[src/rtl/pes_bm_if.sv]
// Bus bundle between the two requesters, the result consumer and the shared
// Booth multiplier on one side, and the pes_bm_sched scheduler on the other.
interface pes_bm_if;
    logic       req0_valid;
    logic       req1_valid;
    logic       req0_ready;
    logic       req1_ready;
    logic [3:0] req0_m;
    logic [3:0] req0_q;
    logic [3:0] req1_m;
    logic [3:0] req1_q;
    logic       rsp_valid;
    logic       rsp_ready;
    logic       rsp_id;
    logic [7:0] rsp_p;
    logic       mul_load;
    logic [3:0] mul_M;
    logic [3:0] mul_Q;
    logic [7:0] mul_P;

    // Scheduler side
    modport slave (
        input  req0_valid, req1_valid, req0_m, req0_q, req1_m, req1_q,
        input  rsp_ready, mul_P,
        output req0_ready, req1_ready, rsp_valid, rsp_id, rsp_p,
        output mul_load, mul_M, mul_Q
    );

    // Environment side (requesters, consumer, multiplier)
    modport master (
        output req0_valid, req1_valid, req0_m, req0_q, req1_m, req1_q,
        output rsp_ready, mul_P,
        input  req0_ready, req1_ready, rsp_valid, rsp_id, rsp_p,
        input  mul_load, mul_M, mul_Q
    );
endinterface

[src/rtl/pes_bm_sched.sv]
// pes_bm_sched: round-robin scheduler sharing one 4-bit Booth multiplier
// between two requesters. Optional macro PES_BM_ZERO_BYPASS_EN short-cuts
// operations with a zero operand straight to DONE with a zero product.
module pes_bm_sched #(
    parameter int unsigned MUL_LAT = 4
) (
    input  logic     clk,
    input  logic     reset,
    pes_bm_if.slave  bus
);
    localparam int unsigned CNT_W = $clog2(MUL_LAT + 1);

    typedef enum logic [1:0] {IDLE, LOAD, RUN, DONE} state_e;

    state_e             state_q, state_d;
    logic [CNT_W-1:0]   cnt_q, cnt_d;
    logic               last_q, last_d;
    logic               id_q, id_d;
    logic [3:0]         m_q, m_d;
    logic [3:0]         q_q, q_d;
    logic [7:0]         rsp_p_q, rsp_p_d;
    logic               rsp_valid_q, rsp_valid_d;
    logic               mul_load_q, mul_load_d;

    logic               gnt_c;
    logic               hs_c;
    logic [3:0]         sel_m_c;
    logic [3:0]         sel_q_c;

    // Grant: alternate on contention, follow the lone requester, else keep preference
    assign gnt_c = (bus.req0_valid && bus.req1_valid) ? ~last_q :
                   bus.req1_valid                     ? 1'b1    :
                   bus.req0_valid                     ? 1'b0    : ~last_q;

    assign hs_c    = (state_q == IDLE) && (bus.req0_valid || bus.req1_valid);
    assign sel_m_c = gnt_c ? bus.req1_m : bus.req0_m;
    assign sel_q_c = gnt_c ? bus.req1_q : bus.req0_q;

    assign bus.req0_ready = (state_q == IDLE) && !gnt_c;
    assign bus.req1_ready = (state_q == IDLE) &&  gnt_c;
    assign bus.rsp_valid  = rsp_valid_q;
    assign bus.rsp_id     = id_q;
    assign bus.rsp_p      = rsp_p_q;
    assign bus.mul_load   = mul_load_q;
    assign bus.mul_M      = m_q;
    assign bus.mul_Q      = q_q;

    // State and datapath registers
    always_ff @(posedge clk) begin
        if (!reset) begin
            state_q     <= IDLE;
            cnt_q       <= '0;
            last_q      <= 1'b1;
            id_q        <= 1'b0;
            m_q         <= '0;
            q_q         <= '0;
            rsp_p_q     <= '0;
            rsp_valid_q <= 1'b0;
            mul_load_q  <= 1'b0;
        end else begin
            state_q     <= state_d;
            cnt_q       <= cnt_d;
            last_q      <= last_d;
            id_q        <= id_d;
            m_q         <= m_d;
            q_q         <= q_d;
            rsp_p_q     <= rsp_p_d;
            rsp_valid_q <= rsp_valid_d;
            mul_load_q  <= mul_load_d;
        end
    end

    // Next-state and registered-output decode
    always_comb begin
        state_d     = state_q;
        cnt_d       = cnt_q;
        last_d      = last_q;
        id_d        = id_q;
        m_d         = m_q;
        q_d         = q_q;
        rsp_p_d     = rsp_p_q;
        rsp_valid_d = rsp_valid_q;
        mul_load_d  = 1'b0;
        case (state_q)
            IDLE: begin
                if (hs_c) begin
                    id_d = gnt_c;
                    m_d  = sel_m_c;
                    q_d  = sel_q_c;
`ifdef PES_BM_ZERO_BYPASS_EN
                    if ((sel_m_c == 4'd0) || (sel_q_c == 4'd0)) begin
                        state_d     = DONE;
                        rsp_p_d     = '0;
                        rsp_valid_d = 1'b1;
                    end else begin
                        state_d    = LOAD;
                        mul_load_d = 1'b1;
                    end
`else
                    state_d    = LOAD;
                    mul_load_d = 1'b1;
`endif
                end
            end
            LOAD: begin
                state_d = RUN;
                cnt_d   = CNT_W'(MUL_LAT);
            end
            RUN: begin
                cnt_d = cnt_q - CNT_W'(1);
                if (cnt_q == CNT_W'(1)) begin
                    state_d     = DONE;
                    rsp_p_d     = bus.mul_P;
                    rsp_valid_d = 1'b1;
                end
            end
            DONE: begin
                if (bus.rsp_ready) begin
                    state_d     = IDLE;
                    rsp_valid_d = 1'b0;
                    last_d      = id_q;
                end
            end
            default: state_d = IDLE;
        endcase
    end
endmodule

[src/flat_wrapper.sv]
// flat-port wrapper written by rule: the top's interface ports become plain ports
module pes_bm_sched_flat 
#(
    parameter int unsigned MUL_LAT = 4
)
  (clk, reset, bus_req0_valid, bus_req1_valid, bus_req0_m, bus_req0_q, bus_req1_m, bus_req1_q, bus_rsp_ready, bus_mul_P, bus_req0_ready, bus_req1_ready, bus_rsp_valid, bus_rsp_id, bus_rsp_p, bus_mul_load, bus_mul_M, bus_mul_Q);
  pes_bm_if bus_i ();
  input  logic clk;
  input  logic reset;
  input wire logic [$bits(bus_i.req0_valid)-1:0] bus_req0_valid;
  input wire logic [$bits(bus_i.req1_valid)-1:0] bus_req1_valid;
  input wire logic [$bits(bus_i.req0_m)-1:0] bus_req0_m;
  input wire logic [$bits(bus_i.req0_q)-1:0] bus_req0_q;
  input wire logic [$bits(bus_i.req1_m)-1:0] bus_req1_m;
  input wire logic [$bits(bus_i.req1_q)-1:0] bus_req1_q;
  input wire logic [$bits(bus_i.rsp_ready)-1:0] bus_rsp_ready;
  input wire logic [$bits(bus_i.mul_P)-1:0] bus_mul_P;
  output wire logic [$bits(bus_i.req0_ready)-1:0] bus_req0_ready;
  output wire logic [$bits(bus_i.req1_ready)-1:0] bus_req1_ready;
  output wire logic [$bits(bus_i.rsp_valid)-1:0] bus_rsp_valid;
  output wire logic [$bits(bus_i.rsp_id)-1:0] bus_rsp_id;
  output wire logic [$bits(bus_i.rsp_p)-1:0] bus_rsp_p;
  output wire logic [$bits(bus_i.mul_load)-1:0] bus_mul_load;
  output wire logic [$bits(bus_i.mul_M)-1:0] bus_mul_M;
  output wire logic [$bits(bus_i.mul_Q)-1:0] bus_mul_Q;
  assign bus_i.req0_valid = bus_req0_valid;
  assign bus_i.req1_valid = bus_req1_valid;
  assign bus_i.req0_m = bus_req0_m;
  assign bus_i.req0_q = bus_req0_q;
  assign bus_i.req1_m = bus_req1_m;
  assign bus_i.req1_q = bus_req1_q;
  assign bus_i.rsp_ready = bus_rsp_ready;
  assign bus_i.mul_P = bus_mul_P;
  assign bus_req0_ready = bus_i.req0_ready;
  assign bus_req1_ready = bus_i.req1_ready;
  assign bus_rsp_valid = bus_i.rsp_valid;
  assign bus_rsp_id = bus_i.rsp_id;
  assign bus_rsp_p = bus_i.rsp_p;
  assign bus_mul_load = bus_i.mul_load;
  assign bus_mul_M = bus_i.mul_M;
  assign bus_mul_Q = bus_i.mul_Q;
  pes_bm_sched #(.MUL_LAT(MUL_LAT)) u_core (.clk(clk), .reset(reset), .bus(bus_i));
endmodule
[config.mk]
export PLATFORM = sky130hd
export DESIGN_NAME = pes_bm_sched_flat
export DESIGN_NICKNAME = d
export VERILOG_FILES = /design/src/rtl/pes_bm_if.sv /design/src/rtl/pes_bm_sched.sv /design/src/flat_wrapper.sv
export SDC_FILE = /design/constraint.sdc
export NUM_CORES = 1
export LEC_CHECK = 0
export ABC_AREA = 1
export CAP_MARGIN = 30
export CORE_ASPECT_RATIO = 0.7
export CORE_MARGIN = 2
export CORE_UTILIZATION = 50
export CTS_CLUSTER_SIZE = 14
export DETAILED_ROUTE_END_ITERATION = 10
export DONT_BUFFER_PORTS = 1
export PLACE_DENSITY = 0.68
export SETUP_SLACK_MARGIN = 0.15
export SKIP_CTS_REPAIR_TIMING = 1
export SYNTH_ARGS = -nofsm -noshare
export SYNTH_HDL_FRONTEND = slang
export SYNTH_SLANG_ARGS = --single-unit
[constraint.sdc]
create_clock -name clk -period 1.3 [get_ports clk]
set_input_delay 0.325 -clock clk [delete_from_list [all_inputs] [get_ports clk]]
set_output_delay 0.325 -clock clk [all_outputs]
set_load 0.02 [all_outputs]
Yosys cells after proc, flatten, opt, wreduce, memory -nomap -nowiden
Index checks and enable logic that the tools add are counted.
{"block": "totals", "reg_bits": 25, "latchBits": 0, "ram_bits": 0, "romBits": 0, "output_inout_bits": 21, "wordCells": 47, "memories": 0}
{"block": "classes", "addsub": 1, "n_mul": 0, "div": 0, "order_cmp": 0, "eq_ne": 7, "shifts": 0, "n_mux": 14, "bitwise_logic": 1, "n_reduce_logical": 15}
{"cell": "two-way mux 4 bit", "n": 2}
{"cell": "one-hot mux 2 bit (4 select lines)", "n": 1}
{"cell": "AND reduction 2 bit", "n": 4}
{"cell": "two-way mux 1 bit", "n": 6}
{"cell": "two-way mux 2 bit", "n": 3}
{"cell": "one-hot mux 3 bit (2 select lines)", "n": 1}
{"cell": "AND reduction 3 bit", "n": 2}
{"cell": "equality test 2 bit (second input constant)", "n": 2}
{"cell": "logical AND 1 bit", "n": 4}
{"cell": "inequality test 2 x 1 -> 1 bit (second input constant)", "n": 2}
{"cell": "nonzero test 2 bit", "n": 2}
{"cell": "equality test 3 x 1 -> 1 bit (second input constant)", "n": 1}
{"cell": "subtractor 3 x 1 -> 3 bit (second input constant)", "n": 1}
{"cell": "equality test 2 x 1 -> 1 bit (second input constant)", "n": 1}
{"cell": "logical NOT 2 bit", "n": 1}
{"cell": "inequality test 2 bit (second input constant)", "n": 1}
{"cell": "one-hot mux 1 bit (2 select lines)", "n": 1}
{"cell": "logical NOT 1 bit", "n": 1}
{"cell": "logical OR 1 bit", "n": 1}
{"cell": "inverter 1 bit", "n": 1}

Longest topological paths before layout
Gate-level depths: netlist of the first run.
{"block": "depth", "depth_word": 6, "mapped_depth": 8, "depth_no_buf": 8}

Least setup slack after synthesis of the first run
No wires, ideal clock.
{"block": "synth_timing", "kind": "register -> output", "from": "register u_core.state_q[0]", "to": "output port bus_req1_ready", "arrival_time_ps": 1025, "t_required_ps": 975, "path_slack_ps": -50, "stages_incl_launch_ff": 5, "cell_sequence": "dfxtp_1 > inv_1 > ha_1 > inv_1 > a21oi_1"}
{"block": "synth_between", "elab_chain_cells": 2}
{"element": "start, declared", "line_no": "pes_bm_sched.sv:15", "rtl": "state_e state_q, state_d;"}
{"element": "start signal, assigned", "line_no": "pes_bm_sched.sv:61", "rtl": "state_q <= state_d;"}
{"element": "logical NOT 2 bit", "line_no": "pes_bm_sched.sv:40", "rtl": "assign bus.req1_ready = (state_q == IDLE) && gnt_c;"}
{"element": "logical AND 1 bit", "line_no": "pes_bm_sched.sv:40"}
{"element": "end, declared", "line_no": "flat_wrapper.sv:19", "rtl": "output wire logic [$bits(bus_i.req1_ready)-1:0] bus_req1_ready;"}
Every way passes these cells.

Worst setup path after layout of the first run
Same ends and word-level chain as after synthesis.

==> run_results.csv, run 1 <==
group,metric,value,unit
outcome,status,"complete, but fails checks",
outcome,violations,"negative setup slack",
cts,clock_sinks,25,
yosys,synth_seq_cells,25,
sta,hold_viol,0,
worst_setup_path,endpoint_kind,"primary output",
worst_setup_path,r2r-start,"u_core.state_q[1]",
final_layout,design.final.nets,217,
worst_setup_path,crit_fanout,4,
die,die_x,65.1,um
sta,fin_setup_tns,-378,ps
worst_hold_path,hold_path.class,"input pin to register",
sta,tightestPinTransition,329,ps
worst_setup_path,cp_top_family,"flip-flops",
global_routing,grt_pass1_wl,4.01,mm
worst_setup_path,crit_chain,"inv_4 > ha_4 > inv_6 > a21oi_4",
sta,fmax,708,MHz
sta,slew_violations,0,
final_layout,layout_common_cells,"nor2_1 (34), dfxtp_1 (21), nand2_1 (16)",
pwr,powerDensity,1940,nW/um^2
yosys,synth-seq-area-share,0.383,
route,drc_errors,0,
route,vias,1100,
worst_setup_path,crit_type,"register to primary output",
placed_design,dp_hpwl,1.96,mm
worst_setup_path,worst-endpoint-required,980,ps
pwr,vdd_drop_max,1070,uV
die,core_area,2480,um^2
placed_design,dp.cells,200,
die,start_util,0.528,
global_routing,antenna_found_initial,0,
die,die_area,3050,um^2
yosys,synth_top_area_share,0.383,
sta,maxSlewHeadroom,0.780,
final_layout,stdcell_area,1590,um^2
route,drtPass1Iterations,4,
route,wl,2.83,mm
global_routing,grt_overflow,0,
worst_setup_path,crit_buf_inv,2,
cts,htreeDepth,1,
yosys,yosysWarnings,0,
sta,period_needed,1410,ps
yosys,netlist_area,1310,um^2
final_layout,final_cells,215,
placed_design,place.gp.congestion,0.798,
final_layout,diodes,0,
route,post_drt_wl_per_cell,13.2,um
global_routing,grt_max_degree,22,
worst_setup_path,cp.arrival,1090,ps
placed_design,pre_cts_slack,5.73,ps
cts,clk_latency,270,ps
sta,rsz0062_at_grt,"true",
die,rows,15,
worst_setup_path,setup.worst_path.start,"u_core.state_q[0]",
worst_setup_path,critPathSlowestCell,"dfxtp_2",
route,route.antenna.remaining_nets,0,
sta,fin_ws,-112,ps
yosys,synth_top_area_cell,"dfxtp_1",
worst_hold_path,hold_start,"reset",
cts,clk_pin_slew,90,ps
pwr,leakagePower,0.720,nW
yosys,avgSynthCellArea,7.74,um^2
die,die_h,46.8,um
cts,root_buffer,"clkbuf_8",
placed_design,io_buffers,0,
route,drtIter0Drc,30,
global_routing,grt_usage,0.176,
final_layout,n_fill_cell,222,
sta,skew,1.28,ps
final_layout,area_growth,21.2,%
final_layout,drive_gt1_frac,0.359,
yosys,netlist_top_cells_area,"dfxtp_1 (38%), nor2_1 (11%), nand2_1 (7.2%)",
worst_setup_path,cp-start-kind,"register",
sta,fin_crit_sh,1.09,
cts,cts_tree,"done",
sta,setup_viol,9,
cts,clk_path_buf_depth,2,
worst_setup_path,cpPeakStageDelay,340,ps
route,vias_per_cell,5.12,
final_layout,layout_commonest_cell,"nor2_1",
yosys,syn-num-nets,204,
yosys,postSynthCellCount,169,
placed_design,placed_area,1360,um^2
die,ios,50,
yosys,netlist-cell-type-count,21,
flow_run,maxCapViolations,0,
global_routing,first_global_vias,895,
cts,cts-buffers-inserted,3,
[through the flow]
stage,total power [mW],hold slack [ps],utilization
after detailed placement,2.27,420,0.551
after global routing,3.30,128,0.640
after CTS,2.77,130,0.571
after global placement,2.24,414,0.551
after floorplan,2.15,459,-
final,3.08,134,0.640
[metal layers]
layer / GRT usage / vias up / wire length (um)
met5: 0 / - / 0
met4: 0.0500 / 0 / 12
met3: 0.0719 / 2 / 214
met2: 0.278 / 32 / 1360
met1: 0.228 / 500 / 1240
li1: - / 566 / -
[state kept, by name, summed over array words and instances, names as in the netlist]
register / flops
u_core.bus.rsp_p: 8
u_core.bus.mul_M: 4
u_core.bus.mul_Q: 4
u_core.cnt_q: 3
u_core.state_q: 2
u_core.bus.mul_load: 1
u_core.bus.rsp_id: 1
u_core.bus.rsp_valid: 1
u_core.last_q: 1
[power breakdown]
part           switching, mW  internal, mW
Sequential             0.276         0.960
Combinational          0.761         0.587
Clock                  0.272         0.225
Total                   1.31          1.77
[cell families after synthesis]
group | count (synthesis) | share of synthesized area
buffers and inverters | 21 | 0.0861
flip-flops | 25 | 0.383
AO/OA/AOI/OAI | 32 | 0.141
AND/OR/NAND/NOR | 84 | 0.326
adder cells (fa/ha/maj) | 6 | 0.0574
XOR/XNOR | 1 | 0.00670
[worst register-to-register path: stages, from the launching register on]
cell and delay [ps]:
dfxtp_2 350, buf_4 130, ha_2 230, inv_2 70, nor2_4 180, buf_4 140
o21ai_0 60, nor2_1 110
[layout make-up]
| type | instances | area, um^2 | share of cell area |
|---|---|---|---|
| Multi-Input combinational cell | 123 | 808 | 0.510 |
| Tap cell | 34 | 42.5 | 0.0268 |
| Timing Repair Buffer | 13 | 109 | 0.0687 |
| Clock inverter | 1 | 8.76 | 0.00552 |
| Inverter | 16 | 70.1 | 0.0442 |
| Clock buffer | 3 | 41.3 | 0.0260 |
| Sequential cell | 25 | 505 | 0.319 |
[Yosys cell counts (all sizes together)]
master and number:
a21boi 8, a21oi 6, buf 3, clkbuf 2, dfxtp 25, ha 6, inv 16, nand2 28
nand3 12, nand4 1, nor2 43, o21ai 18, xor2 1
[final timing paths]
| kind | to | cells after the start | slack (ps) |
|---|---|---|---|
| max | bus_req1_ready | 4 | -110 |
| min | u_core.last_q | 1 | 130 |
| max reg2reg | u_core.bus.rsp_p[7] | 7 | -40 |
| min reg2reg | u_core.cnt_q[1] | 2 | 510 |
Note: power is estimated with default switching activity, not from simulation.
==> run 2: changes to the inputs <==
SKIP_LAST_GASP = 1   (was default)
==> run_results.csv, run 2 (synthesized netlist as in run 1, its figures left out) <==
group,metric,value,unit
sta,rsz0062_at_grt,"true",
sta,hold_viol,0,
cts,clk_latency,270,ps
final_layout,final_core_util,0.630,
global_routing,grt_overflow,0,
worst_setup_path,setup.worst_path.start,"u_core.state_q[0]",
global_routing,antenna_found_initial,0,
sta,slew_violations,0,
cts,root_buffer,"clkbuf_8",
final_layout,layout_commonest_cell,"nor2_1",
final_layout,n_fill_cell,231,
sta,fin_ws,-112,ps
pwr,finalPower,3.03,mW
final_layout,design.final.nets,217,
worst_setup_path,r2r_cells,7,
final_layout,drive_gt1_frac,0.326,
worst_setup_path,cp-start-kind,"register",
route,vias,1088,
final_layout,largest_register_ffs,8,
worst_setup_path,cp.arrival,1090,ps
worst_setup_path,r2r_end,"u_core.bus.rsp_p[7]",
final_layout,area_growth,19.4,%
final_layout,layout_common_cells,"nor2_1 (36), dfxtp_1 (21), nand2_1 (19)",
global_routing,use_met1,0.228,
worst_hold_path,min_to,"u_core.last_q",
die,die_x,65.1,um
placed_design,io_buffers,0,
sta,fin_crit_sh,1.09,
cts,cts_tree,"done",
worst_setup_path,crit_type,"register to primary output",
final_layout,diodes,0,
sta,period_needed,1410,ps
sta,skew,1.43,ps
route,wl,2.80,mm
worst_hold_path,hold_path.class,"input pin to register",
route,drc_errors,0,
die,ios,50,
sta,maxSlewHeadroom,0.780,
die,die_h,46.8,um
pwr,powerDensity,1940,nW/um^2
worst_setup_path,r2r-start,"u_core.state_q[1]",
global_routing,grt-busiest-layer,"met2",
global_routing,grt_usage,0.176,
cts,clock_sinks,25,
global_routing,use_met3,0.0719,
worst_setup_path,crit_fanout,4,
placed_design,dp_hpwl,1.96,mm
die,rows,15,
pwr,vdd_drop_max,969,uV
cts,clk_path_buf_depth,2,
route,post_drt_wl_per_cell,13.0,um
sta,setup_viol,9,
worst_hold_path,holdPathStages,1,
global_routing,grt_pass1_wl,4.01,mm
global_routing,first_global_vias,895,
worst_setup_path,worst-endpoint-required,980,ps
outcome,violations,"negative setup slack",
route,route.antenna.remaining_nets,0,
outcome,status,"complete, but fails checks",
die,core_area,2480,um^2
worst_hold_path,hold_start,"reset",
sta,fmax,708,MHz
cts,clk_pin_slew,90,ps
pwr,leakagePower,0.717,nW
route,drtIter0Drc,21,
cts,cts-buffers-inserted,3,
cts,htreeDepth,1,
sta,hold_ws,135,ps
worst_setup_path,endpoint_kind,"primary output",
sta,tightestPinTransition,329,ps
route,vias_per_cell,5.06,
flow_run,maxCapViolations,0,
die,start_util,0.528,
global_routing,gr-usage-met2,0.278,
global_routing,grt_max_degree,22,
die,die_area,3050,um^2
worst_setup_path,reg2reg_setup_slack,-40,ps
placed_design,place.gp.congestion,0.798,
route,drtPass1Iterations,4,
==> run 2: cell counts in the layout (fill, tap and decap cells not counted) <==
No cell type changed its count.
==> run 2: layer usage <==
metal	wire length, um	part of all wire
met1	1240	0.44
met5	0	0
met4	12	0.0043
met3	212	0.076
met2	1340	0.48
==> run 2: critical path, stage by stage (launching register included) <==
cell,delay (ps)
dfxtp_2,340
inv_4,80
ha_4,160
inv_6,50
a21oi_4,180
==> run 2: worst max path at each step <==
stage | to | depth (start not counted) | slack, ps
global route | bus_req1_ready | 4 | -150
detailed placement | u_core.bus.rsp_p[7] | 7 | 6
global placement | u_core.bus.rsp_p[0] | 7 | 70
CTS | bus_req1_ready | 4 | -160
finish | bus_req1_ready | 4 | -110
floorplan | bus_req0_ready | 5 | 130
==> run 2: power breakdown <==
part	total, mW	switching (mW)	internal [mW]
combinational	1.30	0.740	0.558
clock	0.497	0.272	0.225
sequential	1.24	0.275	0.960
==> run 2: cell type report <==
cell class / count / area (um^2) / share of cell area
Clock buffer: 3 / 41.3 / 0.0264
Clock inverter: 1 / 8.76 / 0.00561
Inverter: 16 / 70.1 / 0.0449
Multi-Input combinational cell: 123 / 792 / 0.507
Sequential cell: 25 / 505 / 0.324
Tap cell: 34 / 42.5 / 0.0272
Timing Repair Buffer: 13 / 101 / 0.0649
==> run 2: metrics by stage <==
step                      instance area, um^2  cells  setup TNS [ps]  worst slack (ps)
after floorplan                          1360    169               0               127
after global placement                   1360    200               0              73.0
after detailed placement                 1360    200               0              5.73
after CTS                                1410    204            -289              -156
after global routing                     1560    215           -1200              -148
final                                    1560    215            -380              -112
